`src/rtl/ricevitore_gray_pkg.sv`:
```
// Shared types and helpers for the Gray-code link receiver.
package gray_pkg;

    // Receiver lock states.
    typedef enum logic [1:0] {
        ACQ    = 2'd0,
        TRACK  = 2'd1,
        RESYNC = 2'd2
    } state_t;

    // Classification of the step between two consecutive valid samples.
    typedef enum logic [1:0] {
        STALL = 2'd0,
        UP    = 2'd1,
        DOWN  = 2'd2,
        BAD   = 2'd3
    } step_t;

    localparam int GRAY_MAX_W = 32;

    // Width-agnostic Gray-to-binary decode. Callers zero-extend narrower words.
    // Zero upper bits decode to zero, so the low bits of the result are the
    // correct narrow decode.
    function automatic logic [GRAY_MAX_W-1:0] gray2bin(input logic [GRAY_MAX_W-1:0] g);
        logic [GRAY_MAX_W-1:0] b;
        b[GRAY_MAX_W-1] = g[GRAY_MAX_W-1];
        for (int i = GRAY_MAX_W - 2; i >= 0; i--) begin
            b[i] = b[i+1] ^ g[i];
        end
        return b;
    endfunction

    // Classify a modular difference between two N-bit binary positions.
    function automatic step_t classify(input logic [GRAY_MAX_W-1:0] d,
                                       input logic [GRAY_MAX_W-1:0] all_ones);
        if (d == '0)            return STALL;
        else if (d == 1)        return UP;
        else if (d == all_ones) return DOWN;
        else                    return BAD;
    endfunction

endpackage

```
`src/rtl/ricevitore_gray_gray2bin_n.sv`:
```
// Combinational N-bit Gray-to-binary decoder, shared with the encoder checker.
module gray2bin_n #(
    parameter int N = 3
) (
    input  logic [N-1:0] g,
    output logic [N-1:0] b
);

    // Each binary bit is the parity of the Gray bits at and above it.
    for (genvar i = 0; i < N; i++) begin : g_bit
        assign b[i] = ^g[N-1:i];
    end

endmodule

```
`src/rtl/ricevitore_gray.sv`:
```
// Gray-code link receiver: decodes valid samples, checks each step is a
// single +/-1 move (mod 2^N), tracks direction, errors and lock status.
module ricevitore_gray
    import gray_pkg::*;
#(
    parameter int N        = 3,
    parameter int CW       = 8,
    parameter int LOCK_LEN = 2
) (
    input  logic          clk,
    input  logic          reset,
    input  logic [N-1:0]  g_in,
    input  logic          valid_in,
    output logic [N-1:0]  bin_out,
    output logic          bin_valid,
    output logic          dir,
    output logic          step_err,
    output logic [CW-1:0] err_count,
    output logic          locked
);

    // Run counter only has to reach LOCK_LEN.
    localparam int RW = $clog2(LOCK_LEN + 1);
    localparam logic [RW-1:0] LOCK_V = RW'(LOCK_LEN);

    state_t        state, state_nx;
    step_t         step;
    logic [RW-1:0] run, run_nx;
    logic [N-1:0]  prev;
    logic [N-1:0]  b_new;
    logic [N-1:0]  diff;
    logic          err_hit;

    gray2bin_n #(.N(N)) u_dec (
        .g (g_in),
        .b (b_new)
    );

    // Modular difference to the previous valid sample and its classification.
    always_comb begin
        diff = b_new - prev;
        step = classify(GRAY_MAX_W'(diff), GRAY_MAX_W'({N{1'b1}}));
    end

    // Next-state logic for the lock FSM and good-step run counter.
    always_comb begin
        // NOTE: every output of this block gets a default first so no path
        // leaves a variable unassigned, which would infer a latch.
        state_nx = state;
        run_nx   = run;
        err_hit  = 1'b0;
        if (valid_in) begin
            unique case (state)
                ACQ: begin
                    state_nx = TRACK;
                end
                TRACK: begin
                    if (step == BAD) begin
                        err_hit  = 1'b1;
                        run_nx   = '0;
                        state_nx = RESYNC;
                    end
                end
                RESYNC: begin
                    if (step == BAD) begin
                        err_hit = 1'b1;
                        run_nx  = '0;
                    end else if (step == UP || step == DOWN) begin
                        if (run + 1'b1 == LOCK_V) begin
                            run_nx   = '0;
                            state_nx = TRACK;
                        end else begin
                            run_nx = run + 1'b1;
                        end
                    end
                end
                default: begin
                    state_nx = ACQ;
                    run_nx   = '0;
                end
            endcase
        end
    end

    // FSM state and run counter registers.
    always_ff @(posedge clk) begin
        // NOTE: sequential state uses non-blocking assignments so every
        // register samples its inputs from before the edge.
        if (reset) begin
            state <= ACQ;
            run   <= '0;
        end else begin
            state <= state_nx;
            run   <= run_nx;
        end
    end

    // Registered outputs and previous-sample history.
    always_ff @(posedge clk) begin
        if (reset) begin
            prev      <= '0;
            bin_out   <= '0;
            bin_valid <= 1'b0;
            dir       <= 1'b1;
            step_err  <= 1'b0;
            err_count <= '0;
            locked    <= 1'b0;
        end else begin
            bin_valid <= valid_in;
            step_err  <= err_hit;
            locked    <= (state_nx == TRACK);
            if (valid_in) begin
                prev    <= b_new;
                bin_out <= b_new;
                // The ACQ sample has no predecessor, so it carries no direction.
                if (state != ACQ) begin
                    if (step == UP)   dir <= 1'b1;
                    if (step == DOWN) dir <= 1'b0;
                end
            end
            if (err_hit && err_count != {CW{1'b1}}) begin
                err_count <= err_count + 1'b1;
            end
        end
    end

endmodule

```
`config.mk`:
```
export PLATFORM = sky130hd
export DESIGN_NAME = ricevitore_gray
export DESIGN_NICKNAME = d
export VERILOG_FILES = /design/src/rtl/ricevitore_gray_pkg.sv /design/src/rtl/ricevitore_gray_gray2bin_n.sv /design/src/rtl/ricevitore_gray.sv
export SDC_FILE = /design/constraint.sdc
export NUM_CORES = 1
export LEC_CHECK = 0
export ABC_AREA = 1
export CAP_MARGIN = 20
export CORE_ASPECT_RATIO = 1.2
export CORE_MARGIN = 1
export CORE_UTILIZATION = 52
export CTS_CLUSTER_DIAMETER = 60
export DETAILED_ROUTE_END_ITERATION = 8
export PLACE_DENSITY = 0.86
export REMOVE_ABC_BUFFERS = 1
export SLEW_MARGIN = 30
export SYNTH_ARGS = -nofsm -noshare
export SYNTH_HDL_FRONTEND = slang
export SYNTH_HIERARCHICAL = 1
export SYNTH_SLANG_ARGS = --single-unit
```
`constraint.sdc`:
```
create_clock -name clk -period 4.5 [get_ports clk]
set_input_delay 0.675 -clock clk [delete_from_list [all_inputs] [get_ports clk]]
set_output_delay 0.675 -clock clk [all_outputs]
set_load 0.01 [all_outputs]
```
==> key figures, run 1 <==
Drt
  – Total iterations of the first detailed-routing run: 4
  – Via count: 1066
  – Post-Route WL: 2.23 mm
  – DRT antenna net count: 0
  – Drt drc: 0
  – Wire per inst: 10.2 um
  – Number of DRC markers in iteration 0: 11
  – Vias per cell: 4.87

Pwr
  – Psw: 0.000134 W
  – Leakage: 0.684 nW
  – Worst IR drop on VDD: 0.209 mV
  – Pwr Density: 278 nW/um^2
  – Internal power: 0.000269 W
  – Clock power share: 0.208
  – Switching part of the total power: 0.334
  – Part of the power in registers: 0.469
  – Logic pwr share: 0.323

Synthesis
  – Mapped Avg Cell Area: 7.20 um^2
  – Synth Area in Compound Gates: 0.0817
  – Simple-Gate Fraction of Synth Area: 0.353
  – Register area share after synthesis: 0.314
  – Largest family of logic cells by synthesized area: simple AND/OR/NAND/NOR gates
  – Synth Flop Type: dfxtp_1
  – Post-synth EDFFs: 0
  – Synth warn: 6
  – Synth Instances: 168
  – Cell area after synthesis: 1210 um^2
  – Synth unique cells: 30
  – FFs w/ async S/R, synth: 0
  – XOR/XNOR share of the synthesized area: 0.0217
  – Adder-cell area share of the yosys netlist: 0.110
  – Yosys reg bits: 19
  – Proportion of synthesized area in mux cells: 0

STA
  – Slew Viols, Final: 0
  – Worst Setup Slack, final: 0.888 ns
  – Min cycle time layout: 3.61 ns
  – Final Hold Fails: 0
  – RSZ-0062 raised after global routing: false
  – Slew margin rel.: 0.746
  – Maximum clock rate: 0.277 GHz
  – Crit share post-route: 0.803
  – Setup-failing EPs final: 0
  – Layout Skew: 0.00289 ns
  – Setup TNS: 0 ns
  – Fin Hold WS: 0.438 ns
  – Worst-Margin Slew: 0.380 ns

Clocking
  – Reg clk slew, reported paths: 0.10 ns
  – Post-cts repair resize count: 0
  – Hold Buf Count CTS: 0
  – CTS Sinks: 19
  – Clk buf depth: 2
  – H-tree levels: 1
  – Number of buffers created by CTS: 3
  – Post-CTS setup buffer count: 0
  – TritonCTS clock tree: done
  – Clock Latency Late Sink: 0.29 ns
  – Clk root buf: clkbuf_4

Hold path
  – HP Class: reg2reg

Floorplan
  – Core ar.: 2120 um^2
  – Die Y: 54.8 um
  – Die area: 2520 um^2
  – Std cell rows: 18
  – I/O pin cnt: 21
  – Die width: 46.0 um
  – Initial core utilization: 0.572

Finish
  – Layout cells sized above 1: 0.0899
  – Commonest cells after routing, fill and taps aside: 39 x nand2_1, 30 x inv_1, 20 x clkdlybuf4s50_1, 19 x dfxtp_1, 18 x nor2_1
  – # nets final: 206
  – N_diodes: 0
  – Most common cell after layout, fill and taps aside: nand2_1
  – P&R area growth vs syn: 19.9%
  – Fin util: 0.685
  – Final cell count without fillers: 219

Status
  – Status: finished clean

Placed design
  – Placed Cells: 215
  – GPL Wtd Cong: 0.895
  – Setup WS pre-CTS: 0.597 ns
  – Port bufs: 20
  – Hpwl dp: 1.79 mm

Worst setup path
  – CP most frequent cell: nand2_1
  – Req. time, crit path: 4.68 ns
  – Cell family with most CP delay: simple AND/OR/NAND/NOR gates
  – Crit-path max FO: 5
  – Worst path slowest cell: clkdlybuf4s50_1
  – Worst stage delay on the critical path: 0.55 ns
  – Bufs and invs on worst path: 4
  – Startpoint types: input pin
  – Setup crit end kind: flip-flop
  – Crit path kind: in2reg
  – Worst endpoint data arrival time: 3.79 ns
  – Crit path cell chain: clkdlybuf4s50_1 > inv_1 > nand2_1 > nand3_1 > nand2_1 > inv_1 > ha_1 > fa_1 > or2_2 > o21ai_0 > inv_1 > ha_1 > nor2_1 > nand2_1 > nand2_1 > nand2_1 > nand2_1 > nand2_1 > nand2_1 > nor2_1

Job
  – Max-cap viol count: 0

Global routing
  – Gr usage total: 0.223
  – First-pass GRT wire length: 4.05 mm
  – Largest net degree at the start of global routing: 11
  – Grt total ovfl: 0
  – Initial antenna violation count: 0
  – Vias in the first global route: 1082
sequential cells by signal, summed over array words and instances, names as in the netlist:
name / flops
dir: 1
locked: 1
run: 2
step_err: 1
err_count: 8
bin_valid: 1
state: 2
prev: 3
per-stage QoR:
step	instance area, um^2	power [W]
final	1450	0.000403
after global routing	1450	0.000438
after CTS	1450	0.000409
after detailed placement	1420	0.000323
after global placement	1420	0.000316
after floorplan	1190	0.000281
worst reg2reg max path, cell delays in order (launching register included):
cell	delay (ns)
dfxtp_1	0.34
ha_1	0.21
fa_1	0.47
or2_2	0.29
o21ai_0	0.31
inv_1	0.08
ha_1	0.27
nor2_1	0.17
nand2_1	0.10
nand2_1	0.07
nand2_1	0.05
nand2_1	0.07
nand2_1	0.05
nand2_1	0.06
nor2_1	0.04
metal layers:
metal / vias to the layer above / track usage / part of all wire
li1: 558 / - / -
met3: 2 / 0.0363 / 0.038
met1: 479 / 0.217 / 0.41
met4: 0 / 0.113 / 0.0054
met2: 27 / 0.437 / 0.54
met5: - / 0 / 0
worst paths after layout:
kind / slack (ns) / endpoint / start / cells past startpoint
max: 0.89 / state[1] / g_in[2] / 20
min: 0.44 / run[1] / run[1] / 2
max reg2reg: 1.81 / state[1] / prev[0] / 14
min reg2reg: 0.44 / run[1] / run[1] / 2
power groups by stage:
| stage | sequential [W] | clock [W] | combinational, W |
|---|---|---|---|
| finish | 0.000189 | 0.0000840 | 0.000130 |
| global route | 0.000190 | 0.0000979 | 0.000149 |
| CTS | 0.000189 | 0.0000891 | 0.000131 |
| detailed placement | 0.000193 | 0 | 0.000130 |
| global placement | 0.000192 | 0 | 0.000124 |
| floorplan | 0.000195 | 0 | 0.0000853 |
layout make-up:
cell class                 instances  area [um^2]
clock buffer                       4         26.3
multi-input combinational        115          684
tap                               30         37.5
inverter                          31          121
fill                             198          667
timing repair buffer              20          200
sequential                        19          380
cells by family (layout without fill, tap and decap cells):
family | count (synthesis) | in the layout
AO/OA/AOI/OAI | 19 | 19
XOR/XNOR | 3 | 3
adder cells (fa/ha/maj) | 10 | 10
buffers and inverters | 34 | 55
flip-flops | 19 | 19
AND/OR/NAND/NOR | 83 | 83
synth_stat cells, types with 2 or more instances:
cell type / count / area (um^2)
nor2_1: 18 / 67.6
dfxtp_1: 19 / 380
nor3_1: 3 / 15.0
ha_1: 9 / 113
nand2_4: 3 / 33.8
nand3_1: 8 / 40.0
xor2_1: 2 / 17.5
nor2_4: 2 / 22.5
a21oi_1: 7 / 35.0
o21ai_1: 3 / 15.0
inv_1: 30 / 113
nand2_1: 39 / 146
o21ai_0: 8 / 40.0
(Power assumes the default switching activity.)
==> run 2: changes to the inputs <==
--- a/config.mk
+++ b/config.mk
@@ -9,10 +9,10 @@
 export CAP_MARGIN = 20
 export CORE_ASPECT_RATIO = 1.2
 export CORE_MARGIN = 1
-export CORE_UTILIZATION = 52
+export CORE_UTILIZATION = 47
 export CTS_CLUSTER_DIAMETER = 60
 export DETAILED_ROUTE_END_ITERATION = 8
-export PLACE_DENSITY = 0.86
+export PLACE_DENSITY = 0.82
 export REMOVE_ABC_BUFFERS = 1
 export SLEW_MARGIN = 30
 export SYNTH_ARGS = -nofsm -noshare
==> constraint.sdc (replaced) <==
create_clock -name clk -period 3.22 [get_ports clk]
set_input_delay 0.483 -clock clk [delete_from_list [all_inputs] [get_ports clk]]
set_output_delay 0.483 -clock clk [all_outputs]
set_load 0.01 [all_outputs]
==> run 2 against run 1 <==
  * Worst setup slack worse by 0.63 ns
  * Register-to-register slack worse by 1.1 ns
  * Global-route usage is 1.9 points lower
  * Final area is 3.7% higher
  * Die area is 10% higher
  * Via count is 3.0% higher
  * Sequential power is 40% higher
  * Non-clock buffer count is 4 higher
  * Worst hold slack better by 0.041 ns
  * Count of clock-buffer cells in the layout stayed put
  * Flip-flop and latch count stayed put
  * First-iteration DRC count is 55% lower
==> key figures, run 2 (synthesized netlist as in run 1, its figures left out) <==
STA
  – Slew margin rel.: 0.736
  – Min cycle time layout: 2.97 ns
  – Worst-Margin Slew: 0.395 ns
  – Setup TNS: 0 ns
  – Final Hold Fails: 0
  – Crit share post-route: 0.921
  – Setup-failing EPs final: 0
  – RSZ-0062 raised after global routing: false
  – Slew Viols, Final: 0
  – Layout Skew: 0.00472 ns
  – Maximum clock rate: 0.337 GHz

Drt
  – Number of DRC markers in iteration 0: 5
  – WL met2: 1.38 mm
  – Vias per cell: 4.90
  – Via count: 1098
  – Metal-1 WL: 964 um
  – Top sig layer: met4
  – Drt drc: 0
  – Wire per inst: 11.0 um
  – DRT antenna net count: 0
  – Post-Route WL: 2.47 mm
  – Met3 wire length: 103 um
  – Total iterations of the first detailed-routing run: 4

Pwr
  – Pwr Total: 0.000595 W
  – Pwr Density: 396 nW/um^2
  – Worst IR drop on VDD: 0.308 mV
  – Leakage: 0.724 nW

Finish
  – Top flop regs: err_count (8), prev (3)
  – Fin util: 0.639
  – Most common cell after layout, fill and taps aside: nand2_1
  – Commonest cells after routing, fill and taps aside: 39 x nand2_1, 30 x inv_1, 19 x dfxtp_1, 18 x clkdlybuf4s50_1, 17 x nor2_1
  – N_diodes: 0
  – Layout cells sized above 1: 0.124
  – Max reg flops: 8
  – Top reg by flops: err_count
  – # nets final: 210
  – P&R area growth vs syn: 24.3%

Clocking
  – CTS Sinks: 19
  – Hold Buf Count CTS: 0
  – Clk root buf: clkbuf_4
  – Number of buffers created by CTS: 3
  – Clk buf depth: 2
  – TritonCTS clock tree: done
  – H-tree levels: 1
  – Clock Latency Late Sink: 0.30 ns
  – Post-CTS setup buffer count: 0
  – Post-cts repair resize count: 1
  – Reg clk slew, reported paths: 0.11 ns

Placed design
  – GPL Wtd Cong: 0.872
  – Port bufs: 20
  – Hpwl dp: 1.90 mm

Worst setup path
  – Bufs and invs on worst path: 4
  – Cell family with most CP delay: adder cells
  – Req. time, crit path: 3.46 ns
  – Worst stage delay on the critical path: 0.48 ns
  – Crit path cell chain: clkdlybuf4s50_1 > nand3_1 > nand2_1 > inv_1 > ha_1 > fa_1 > or2_2 > o21ai_1 > buf_4 > inv_1 > ha_4 > or2_4 > nand3_1 > o21ai_0 > a21oi_1
  – Startpoint types: input pin
  – Crit path kind: in2reg
  – Worst path slowest cell: clkdlybuf4s50_1
  – Crit-path max FO: 4
  – Worst endpoint data arrival time: 3.21 ns
  – Setup crit end kind: flip-flop

Global routing
  – Initial antenna violation count: 0
  – Gr usage total: 0.204
  – First-pass GRT wire length: 4.40 mm
  – Largest net degree at the start of global routing: 11
  – Vias in the first global route: 1081
  – Grt total ovfl: 0

Floorplan
  – Core ar.: 2350 um^2
  – Initial core utilization: 0.514
  – Std cell rows: 19
  – Die width: 48.3 um
  – Die area: 2780 um^2
  – I/O pin cnt: 21
  – Die Y: 57.6 um

Hold path
  – HP Class: reg2reg

Job
  – Max-cap viol count: 0

Status
  – Status: finished clean
run 2: cell type report:
cell class / count / area (um^2)
Fill cell: 214 / 850
Clock buffer: 4 / 26.3
Multi-Input combinational cell: 115 / 702
Inverter: 31 / 121
Sequential cell: 19 / 380
Timing Repair Buffer: 24 / 235
Tap cell: 31 / 38.8
run 2: path summary, 6_finish.rpt:
path	start	endpoint	slack, ns	cells past startpoint
hold / removal	run[1]	run[1]	0.48	2
hold reg to reg	run[1]	run[1]	0.48	2
setup / recovery	g_in[0]	run[0]	0.25	15
setup reg to reg	prev[0]	run[0]	0.74	11
run 2: metal layers:
metal	up-vias	GRT usage
met3	4	0.0187
li1	563	-
met2	27	0.419
met4	0	0.0924
met1	504	0.205
met5	-	0
run 2: power by group:
group / internal (W) / total (W) / switching [W]
clock: 0.0000484 / 0.000123 / 0.0000750
sequential: 0.000252 / 0.000264 / 0.0000127
combinational: 0.0000918 / 0.000207 / 0.000116
total: 0.000392 / 0.000595 / 0.000203
run 2: per-stage QoR:
step                setup slack [ns]  hold slack, ns  area, um^2  cells
global placement              -0.237           0.417        1460    220
detailed placement            -0.363           0.450        1460    220
finish                         0.253           0.479        1500    224
CTS                           0.0119           0.467        1480    224
global route                  0.0252           0.478        1500    224
floorplan                      0.381           0.409        1190    165
run 2: worst register-to-register path, stage by stage (launching register included):
cell and delay, ns:
dfxtp_1 0.34, ha_1 0.21, fa_1 0.46, or2_2 0.28
o21ai_1 0.13, buf_4 0.13, inv_1 0.06, ha_4 0.18
or2_4 0.25, nand3_1 0.10, o21ai_0 0.12, a21oi_1 0.14
